<file path="src/rtl/id_stage.sv">
// ---------------------------------------------------------------------------
// id_stage
//   Decode stage of the RV32I five-stage pipeline. Holds the main/ALU decoder,
//   the immediate generator, the 32x32 register file with its write-back port
//   and the ID/EX pipeline register that feeds the execute stage.
//
// Ports
//   i_clk          rising-edge clock
//   i_rst          synchronous active-low reset
//   i_instD        instruction from the IF/ID register
//   i_PCD          PC of i_instD
//   i_PCPlus4D     i_PCD + 4
//   i_flushE       turn the next ID/EX contents into a bubble
//   i_RegWriteW    write-back enable
//   i_RdW          write-back destination register
//   i_ResultW      write-back data
//   o_rs1D/o_rs2D  combinational source indices for the hazard unit
//   o_RD1E/o_RD2E  registered register-file operands
//   o_ImmExtE      registered sign-extended immediate
//   o_PCE          registered PC
//   o_PCPlus4E     registered PC + 4
//   o_Rs1E/o_Rs2E/o_RdE  registered register indices
//   o_RegWriteE .. o_ALUSrcBE  registered single-bit controls
//   o_ResultSrcE   00 ALU, 01 memory, 10 PC+4
//   o_ALUControlE  registered ALU operation
//   o_funct3E      registered instD[14:12] (branch/load/store width)
// ---------------------------------------------------------------------------
module id_stage #(
  parameter int XLEN = 32,
  parameter int NREG = 32
) (
  input  logic            i_clk,
  input  logic            i_rst,
  input  logic [31:0]     i_instD,
  input  logic [XLEN-1:0] i_PCD,
  input  logic [XLEN-1:0] i_PCPlus4D,
  input  logic            i_flushE,
  input  logic            i_RegWriteW,
  input  logic [4:0]      i_RdW,
  input  logic [XLEN-1:0] i_ResultW,
  output logic [4:0]      o_rs1D,
  output logic [4:0]      o_rs2D,
  output logic [XLEN-1:0] o_RD1E,
  output logic [XLEN-1:0] o_RD2E,
  output logic [XLEN-1:0] o_ImmExtE,
  output logic [XLEN-1:0] o_PCE,
  output logic [XLEN-1:0] o_PCPlus4E,
  output logic [4:0]      o_Rs1E,
  output logic [4:0]      o_Rs2E,
  output logic [4:0]      o_RdE,
  output logic            o_RegWriteE,
  output logic            o_MemWriteE,
  output logic            o_BranchE,
  output logic            o_JumpE,
  output logic            o_JalrE,
  output logic            o_ALUSrcAE,
  output logic            o_ALUSrcBE,
  output logic [1:0]      o_ResultSrcE,
  output logic [3:0]      o_ALUControlE,
  output logic [2:0]      o_funct3E
);

  localparam logic [6:0] OP_LOAD  = 7'b0000011;
  localparam logic [6:0] OP_IALU  = 7'b0010011;
  localparam logic [6:0] OP_AUIPC = 7'b0010111;
  localparam logic [6:0] OP_STORE = 7'b0100011;
  localparam logic [6:0] OP_RALU  = 7'b0110011;
  localparam logic [6:0] OP_LUI   = 7'b0110111;
  localparam logic [6:0] OP_BR    = 7'b1100011;
  localparam logic [6:0] OP_JALR  = 7'b1100111;
  localparam logic [6:0] OP_JAL   = 7'b1101111;

  typedef enum logic [3:0] {
    ALU_ADD   = 4'b0000,
    ALU_SUB   = 4'b0001,
    ALU_SLL   = 4'b0010,
    ALU_SLT   = 4'b0011,
    ALU_SLTU  = 4'b0100,
    ALU_XOR   = 4'b0101,
    ALU_SRL   = 4'b0110,
    ALU_SRA   = 4'b0111,
    ALU_OR    = 4'b1000,
    ALU_AND   = 4'b1001,
    ALU_PASSB = 4'b1010
  } alu_op_e;

  logic [6:0]      w_opcode;
  logic [2:0]      w_funct3;
  logic            w_funct7b5;
  logic [4:0]      w_rd;
  logic [XLEN-1:0] w_rd1;
  logic [XLEN-1:0] w_rd2;
  logic [XLEN-1:0] w_imm;
  alu_op_e         w_aluFunct;
  alu_op_e         w_aluControl;
  logic            w_regWrite;
  logic            w_memWrite;
  logic            w_branch;
  logic            w_jump;
  logic            w_jalr;
  logic            w_aluSrcA;
  logic            w_aluSrcB;
  logic [1:0]      w_resultSrc;

  logic [XLEN-1:0] r_regs [NREG];

  assign w_opcode   = i_instD[6:0];
  assign w_funct3   = i_instD[14:12];
  assign w_funct7b5 = i_instD[30];
  assign w_rd       = i_instD[11:7];
  assign o_rs1D     = i_instD[19:15];
  assign o_rs2D     = i_instD[24:20];

  // Register file storage. Entry 0 is only ever cleared; reads of x0 are
  // forced to zero below, so it never needs to hold anything else.
  always_ff @(posedge i_clk) begin
    if (!i_rst) begin
      for (int i = 0; i < NREG; i++) begin
        r_regs[i] <= '0;
      end
    end else if (i_RegWriteW && (i_RdW != 5'd0)) begin
      r_regs[i_RdW] <= i_ResultW;
    end
  end

  // Write-through: a write-back to the register being read this cycle is
  // forwarded, so write-back and decode can overlap without a stall.
  always_comb begin
    w_rd1 = '0;
    w_rd2 = '0;
    if (o_rs1D != 5'd0) begin
      w_rd1 = (i_RegWriteW && (i_RdW == o_rs1D)) ? i_ResultW : r_regs[o_rs1D];
    end
    if (o_rs2D != 5'd0) begin
      w_rd2 = (i_RegWriteW && (i_RdW == o_rs2D)) ? i_ResultW : r_regs[o_rs2D];
    end
  end

  always_comb begin
    w_imm = '0;
    unique case (w_opcode)
      OP_LOAD, OP_IALU, OP_JALR:
        w_imm = {{20{i_instD[31]}}, i_instD[31:20]};
      OP_STORE:
        w_imm = {{20{i_instD[31]}}, i_instD[31:25], i_instD[11:7]};
      OP_BR:
        w_imm = {{19{i_instD[31]}}, i_instD[31], i_instD[7],
                 i_instD[30:25], i_instD[11:8], 1'b0};
      OP_LUI, OP_AUIPC:
        w_imm = {i_instD[31:12], 12'b0};
      OP_JAL:
        w_imm = {{11{i_instD[31]}}, i_instD[31], i_instD[19:12],
                 i_instD[20], i_instD[30:21], 1'b0};
      default:
        w_imm = '0;
    endcase
  end

  // funct3/funct7 decode shared by R- and I-type ALU ops. For I-type, bit 30
  // is part of the immediate, so it only selects SUB for R-type; SRA is the
  // exception because srai carries funct7 in the same place.
  always_comb begin
    w_aluFunct = ALU_ADD;
    unique case (w_funct3)
      3'b000: w_aluFunct = (w_opcode == OP_RALU && w_funct7b5) ? ALU_SUB : ALU_ADD;
      3'b001: w_aluFunct = ALU_SLL;
      3'b010: w_aluFunct = ALU_SLT;
      3'b011: w_aluFunct = ALU_SLTU;
      3'b100: w_aluFunct = ALU_XOR;
      3'b101: w_aluFunct = w_funct7b5 ? ALU_SRA : ALU_SRL;
      3'b110: w_aluFunct = ALU_OR;
      3'b111: w_aluFunct = ALU_AND;
      default: w_aluFunct = ALU_ADD;
    endcase
  end

  // Main decoder. Anything not listed keeps every control at zero and so
  // passes down the pipe as a NOP.
  always_comb begin
    w_regWrite   = 1'b0;
    w_memWrite   = 1'b0;
    w_branch     = 1'b0;
    w_jump       = 1'b0;
    w_jalr       = 1'b0;
    w_aluSrcA    = 1'b0;
    w_aluSrcB    = 1'b0;
    w_resultSrc  = 2'b00;
    w_aluControl = ALU_ADD;
    unique case (w_opcode)
      OP_RALU: begin
        w_regWrite   = 1'b1;
        w_aluControl = w_aluFunct;
      end
      OP_IALU: begin
        w_regWrite   = 1'b1;
        w_aluSrcB    = 1'b1;
        w_aluControl = w_aluFunct;
      end
      OP_LOAD: begin
        w_regWrite  = 1'b1;
        w_resultSrc = 2'b01;
        w_aluSrcB   = 1'b1;
      end
      OP_STORE: begin
        w_memWrite = 1'b1;
        w_aluSrcB  = 1'b1;
      end
      OP_BR: begin
        w_branch     = 1'b1;
        w_aluControl = ALU_SUB;
      end
      OP_JAL: begin
        w_jump      = 1'b1;
        w_regWrite  = 1'b1;
        w_resultSrc = 2'b10;
      end
      OP_JALR: begin
        w_jump      = 1'b1;
        w_jalr      = 1'b1;
        w_regWrite  = 1'b1;
        w_resultSrc = 2'b10;
        w_aluSrcB   = 1'b1;
      end
      OP_LUI: begin
        w_regWrite   = 1'b1;
        w_aluSrcB    = 1'b1;
        w_aluControl = ALU_PASSB;
      end
      OP_AUIPC: begin
        w_regWrite = 1'b1;
        w_aluSrcA  = 1'b1;
        w_aluSrcB  = 1'b1;
      end
      default: begin
        w_regWrite = 1'b0;
      end
    endcase
  end

  // ID/EX register. A bubble clears data fields as well as controls, which
  // makes flush and reset produce identical contents.
  always_ff @(posedge i_clk) begin
    if (!i_rst || i_flushE) begin
      o_RD1E        <= '0;
      o_RD2E        <= '0;
      o_ImmExtE     <= '0;
      o_PCE         <= '0;
      o_PCPlus4E    <= '0;
      o_Rs1E        <= '0;
      o_Rs2E        <= '0;
      o_RdE         <= '0;
      o_RegWriteE   <= 1'b0;
      o_MemWriteE   <= 1'b0;
      o_BranchE     <= 1'b0;
      o_JumpE       <= 1'b0;
      o_JalrE       <= 1'b0;
      o_ALUSrcAE    <= 1'b0;
      o_ALUSrcBE    <= 1'b0;
      o_ResultSrcE  <= 2'b00;
      o_ALUControlE <= 4'b0000;
      o_funct3E     <= 3'b000;
    end else begin
      o_RD1E        <= w_rd1;
      o_RD2E        <= w_rd2;
      o_ImmExtE     <= w_imm;
      o_PCE         <= i_PCD;
      o_PCPlus4E    <= i_PCPlus4D;
      o_Rs1E        <= o_rs1D;
      o_Rs2E        <= o_rs2D;
      o_RdE         <= w_rd;
      o_RegWriteE   <= w_regWrite;
      o_MemWriteE   <= w_memWrite;
      o_BranchE     <= w_branch;
      o_JumpE       <= w_jump;
      o_JalrE       <= w_jalr;
      o_ALUSrcAE    <= w_aluSrcA;
      o_ALUSrcBE    <= w_aluSrcB;
      o_ResultSrcE  <= w_resultSrc;
      o_ALUControlE <= w_aluControl;
      o_funct3E     <= w_funct3;
    end
  end

endmodule

</file>
<file path="config.mk">
export PLATFORM = sky130hd
export DESIGN_NAME = id_stage
export DESIGN_NICKNAME = d
export VERILOG_FILES = /design/src/rtl/id_stage.sv
export SDC_FILE = /design/constraint.sdc
export NUM_CORES = 2
export LEC_CHECK = 0
export BUFFER_PORTS_ARGS = -buffer_cell sky130_fd_sc_hd__buf_2
export CAP_MARGIN = 0
export CORE_MARGIN = 3
export CORE_UTILIZATION = 47
export CTS_BUF_LIST = sky130_fd_sc_hd__clkbuf_8
export CTS_CLUSTER_DIAMETER = 60
export CTS_CLUSTER_SIZE = 20
export DETAILED_ROUTE_END_ITERATION = 6
export PLACE_DENSITY = 0.66
export SYNTH_ARGS = -nofsm -noshare
export SYNTH_HDL_FRONTEND = slang
export SYNTH_SLANG_ARGS = --single-unit
</file>
<file path="constraint.sdc">
create_clock -name i_clk -period 4 [get_ports i_clk]
set_clock_uncertainty 0.15 [all_clocks]
set_input_delay 0.2 -clock i_clk [delete_from_list [all_inputs] [get_ports i_clk]]
set_output_delay 0.2 -clock i_clk [all_outputs]
set_load 0.01 [all_outputs]
</file>
==> impl_metrics.csv <==
group,metric,value,unit
grt,grt_pass1_wl,317000,um
drt,drt_first_pass_iters,6,
final_layout,layout-drive-gt1-share,0.253,
setup_path,crit_arrival,4.07,ns
drt,wl_met3,31000,um
power,pwr-share-comb,0.134,
yosys,synthArstFlopShare,0,
status,outcome,"completed",
setup_path,cp.required,4.59,ns
timing,timing.final.crit_share,0.871,
clock_network,clock-sinks,1215,
setup_path,crit_path_cell_trace,"dlygate4sd3_1, buf_2, nand2_1, dlygate4sd3_1, nor2_1, and3_1, dlygate4sd3_1, buf_4, o21ai_1, buf_4, a21oi_1, dlygate4sd3_1",
timing,final-setup-viol-count,0,
clock_network,htreeDepth,3,
drt,vias,42600,
drt,first_iter_violations,6858,
power,pwr-share-clk,0.327,
setup_path,timing.rr.end,"o_RD1E[10]$_SDFF_PP0_",
final_layout,final_util,0.554,
power,netSwitchingPower,7.68,mW
setup_path,rr_worst_depth,7,
yosys,ys_seq_area_frac,0.568,
job,cap_violations,0,
yosys,ys_seq_elements,1215,
timing,setup_tns,0,ns
setup_path,cp_slowest_stage_delay,0.70,ns
power,power_density,386,nW/um^2
timing,layout_min_cycle_time,3.48,ns
clock_network,cts_hold_buf,276,
clock_network,root_buffer,"clkbuf_8",
drt,routed.top_layer,"met5",
min_path,min_path_type,"input pin to flip-flop",
power,sw_frac_of_total,0.281,
setup_path,cp_max_fo,16,
placed_design,port_buffers,337,
drt,drtAntennaViolNets,0,
setup_path,critPathCaptureType,"flip-flop",
power,p_leak,25.9,nW
yosys,yosys.cell_types.count,62,
setup_path,cp_num_buf_inv,7,
drt,wl_per_cell,34.1,um
grt,grt_pass1_vias,42100,
yosys,synth-edff-count,1024,
placed_design,gp_congestion,0.973,
clock_network,post_cts_buffers,0,
clock_network,cts_made_buffers,113,
clock_network,cts_tree,"built",
final_layout,fin_cells,6581,
clock_network,clk_pin_slew,0.12,ns
die,die_h,366,um
clock_network,clkLatencyLatePin,0.84,ns
die,io_pins,338,
yosys,synthFlopType,"edfxtp_1",
timing,slew_viol_final,0,
timing,worst_slew_pin_slew,1.28,ns
setup_path,cp-start-kind,"input pin",
timing,hold_viol_final,0,
power,peakVddDrop,0.000247,V
drt,dr_wl_met2,102000,um
setup_path,cp_slowest_cell,"dlygate4sd3_1",
die,dieWidth,366,um
grt,overflow,0,
setup_path,crit_path_start,"i_instD[0]",
die,num_rows,131,
final_layout,nNetsFinal,4877,
power,finalPower,27.3,mW
grt,grt_antenna_before_repair,31,
die,start_util,0.476,
setup_path,r2r_setup_slack,1.41,ns
drt,viasPerCell,6.47,
grt,grt_max_degree,93,
timing,slew_headroom,0.143,
placed_design,dp_slack,0.870,ns
power,intPower,19.6,mW
grt,grt_usage,0.331,
die,core_area,128000,um^2
timing,max_freq,0.287,GHz
placed_design,hpwl,135000,um
yosys,syn_area_per_cell,14.4,um^2
min_path,hold_depth,4,
timing,worst_slack,0.518,ns
die,dieArea,134000,um^2
drt,m1WireLength,80100,um
yosys,netlist_instances,4241,
final_layout,final_cell_area,70900,um^2
setup_path,path_class,"input pin to flip-flop",
timing,rsz0062_at_grt,"false",
min_path,hold_path_end,"o_ImmExtE[4]$_SDFF_PP0_",
power,power_frac_seq,0.539,
clock_network,cts_resized,0,
drt,routed_wl,224000,um
placed_design,placed_area,65300,um^2
placed_design,dp.cells,6078,
timing,hold_ws,0.0835,ns
clock_network,clock_path_buffers,3,
yosys,synth_warnings,0,
final_layout,area_growth,16.4,%
setup_path,critical_path.most_common_cell,"dlygate4sd3_1",
min_path,min-delay-start,"i_instD[11]",
setup_path,worstReg2RegStart,"r_regs[0][10]$_SDFFCE_PN0P_",
drt,drc,0,
yosys,synth_area,60900,um^2
setup_path,cpLargestDelayFamily,"buffers and inverters",
cell type report:
class | count | area (um^2)
Clock buffer | 119 | 1640
Timing Repair Buffer | 791 | 6410
Antenna cell | 13 | 32.5
Sequential cell | 1215 | 34600
Multi-Input combinational cell | 2609 | 24900
Fill cell | 10100 | 57100
Clock inverter | 95 | 1090
Tap cell | 1729 | 2160
Inverter | 10 | 38.8
sequential cells by signal, indices dropped and copies added, names as in the netlist:
register       flops
r_regs          1024
o_ImmExtE         32
o_PCE             32
o_PCPlus4E        32
o_RD1E            32
o_RD2E            32
o_RdE              5
o_Rs1E             5
o_Rs2E             5
o_ALUControlE      4
o_funct3E          3
o_ResultSrcE       2
o_ALUSrcAE         1
o_ALUSrcBE         1
o_BranchE          1
o_JalrE            1
o_JumpE            1
o_MemWriteE        1
o_RegWriteE        1
cells by family (layout without fill, tap and decap cells):
kind of cell,Yosys count,after routing,share of synthesized area
XOR/XNOR,10,10,0.00144
AND/OR/NAND/NOR,1474,1474,0.141
AO/OA/AOI/OAI,408,408,0.0447
multiplexers,685,685,0.209
buffers and inverters,448,1015,0.0356
flip-flops,1215,1215,0.568
other,1,45,0.0000616
power by group through the flow:
stage               Combinational (mW)  Sequential (mW)  Clock, mW
finish                            3.65             14.7       8.93
global route                      3.76             14.8       9.48
CTS                               3.56             14.7       8.97
detailed placement                3.35             15.0          0
global placement                  3.33             15.0          0
floorplan                         2.03             14.9          0
how the worst max path moves through the flow:
stage	to	cells past startpoint
global placement	o_RD2E[20]$_SDFF_PP0_	8
CTS	o_ImmExtE[28]$_SDFF_PP0_	12
floorplan	r_regs[12][0]$_SDFFCE_PN0P_	5
finish	o_ImmExtE[28]$_SDFF_PP0_	12
global route	o_ImmExtE[28]$_SDFF_PP0_	12
detailed placement	o_RD2E[20]$_SDFF_PP0_	8
layout by cell type (no fill, tap or decap), types with 11 or more instances in the layout:
master	instances
dfxtp_1	191
mux2i_1	215
mux4_2	402
clkbuf_8	119
and3_1	11
o22ai_1	11
inv_6	20
nor2_1	84
buf_12	46
a22oi_1	96
nand2_1	125
o21ai_4	32
clkinvlp_4	13
nor3_1	42
nor2_4	34
o21ai_0	59
conb_1	32
a21oi_1	80
nor2b_1	49
mux4_1	48
and2_1	1073
dlygate4sd3_1	276
edfxtp_1	1024
a211oi_1	41
clkinv_8	11
diode_2	13
buf_4	135
inv_8	12
mux2_2	16
a221oi_1	64
buf_2	329
metal layers:
metal	vias up	track usage
li1	17000	-
met1	21500	0.441
met2	3535	0.506
met3	622	0.0888
met4	4	0.156
met5	-	0
cell usage after synthesis (all sizes together) (3+ instances only):
master / instances / area [um^2]
a21oi: 80 / 400
edfxtp: 1024 / 30700
dfxtp: 191 / 3820
clkbuf: 295 / 1110
a211oi: 41 / 308
nand2b: 6 / 37.5
a22oi: 96 / 721
nand3b: 5 / 37.5
nor2: 119 / 447
nand4: 10 / 62.6
or2: 3 / 18.8
nor4: 5 / 31.3
mux4: 454 / 10400
and3: 11 / 68.8
o32ai: 6 / 52.6
a221oi: 64 / 561
mux2: 16 / 180
inv: 10 / 37.5
a32oi: 3 / 26.3
xor2: 8 / 70.1
o22ai: 11 / 68.8
o21ai: 94 / 470
nand2: 125 / 469
mux2i: 215 / 2150
nor2b: 50 / 313
buf: 143 / 1010
and2: 1073 / 6710
nor3: 42 / 210
nand3: 10 / 50.1
worst register-to-register path: cells and delay by family, from the launching register on:
| family | cells | cell delay [ns] |
|---|---|---|
| muxes | 1 | 0.47 |
| buffers and inverters | 1 | 0.55 |
| DFF | 1 | 0.41 |
| and+or+nand+nor | 2 | 0.23 |
| AOI/OAI and AO/OA | 3 | 0.68 |
(Power assumes the default switching activity.)
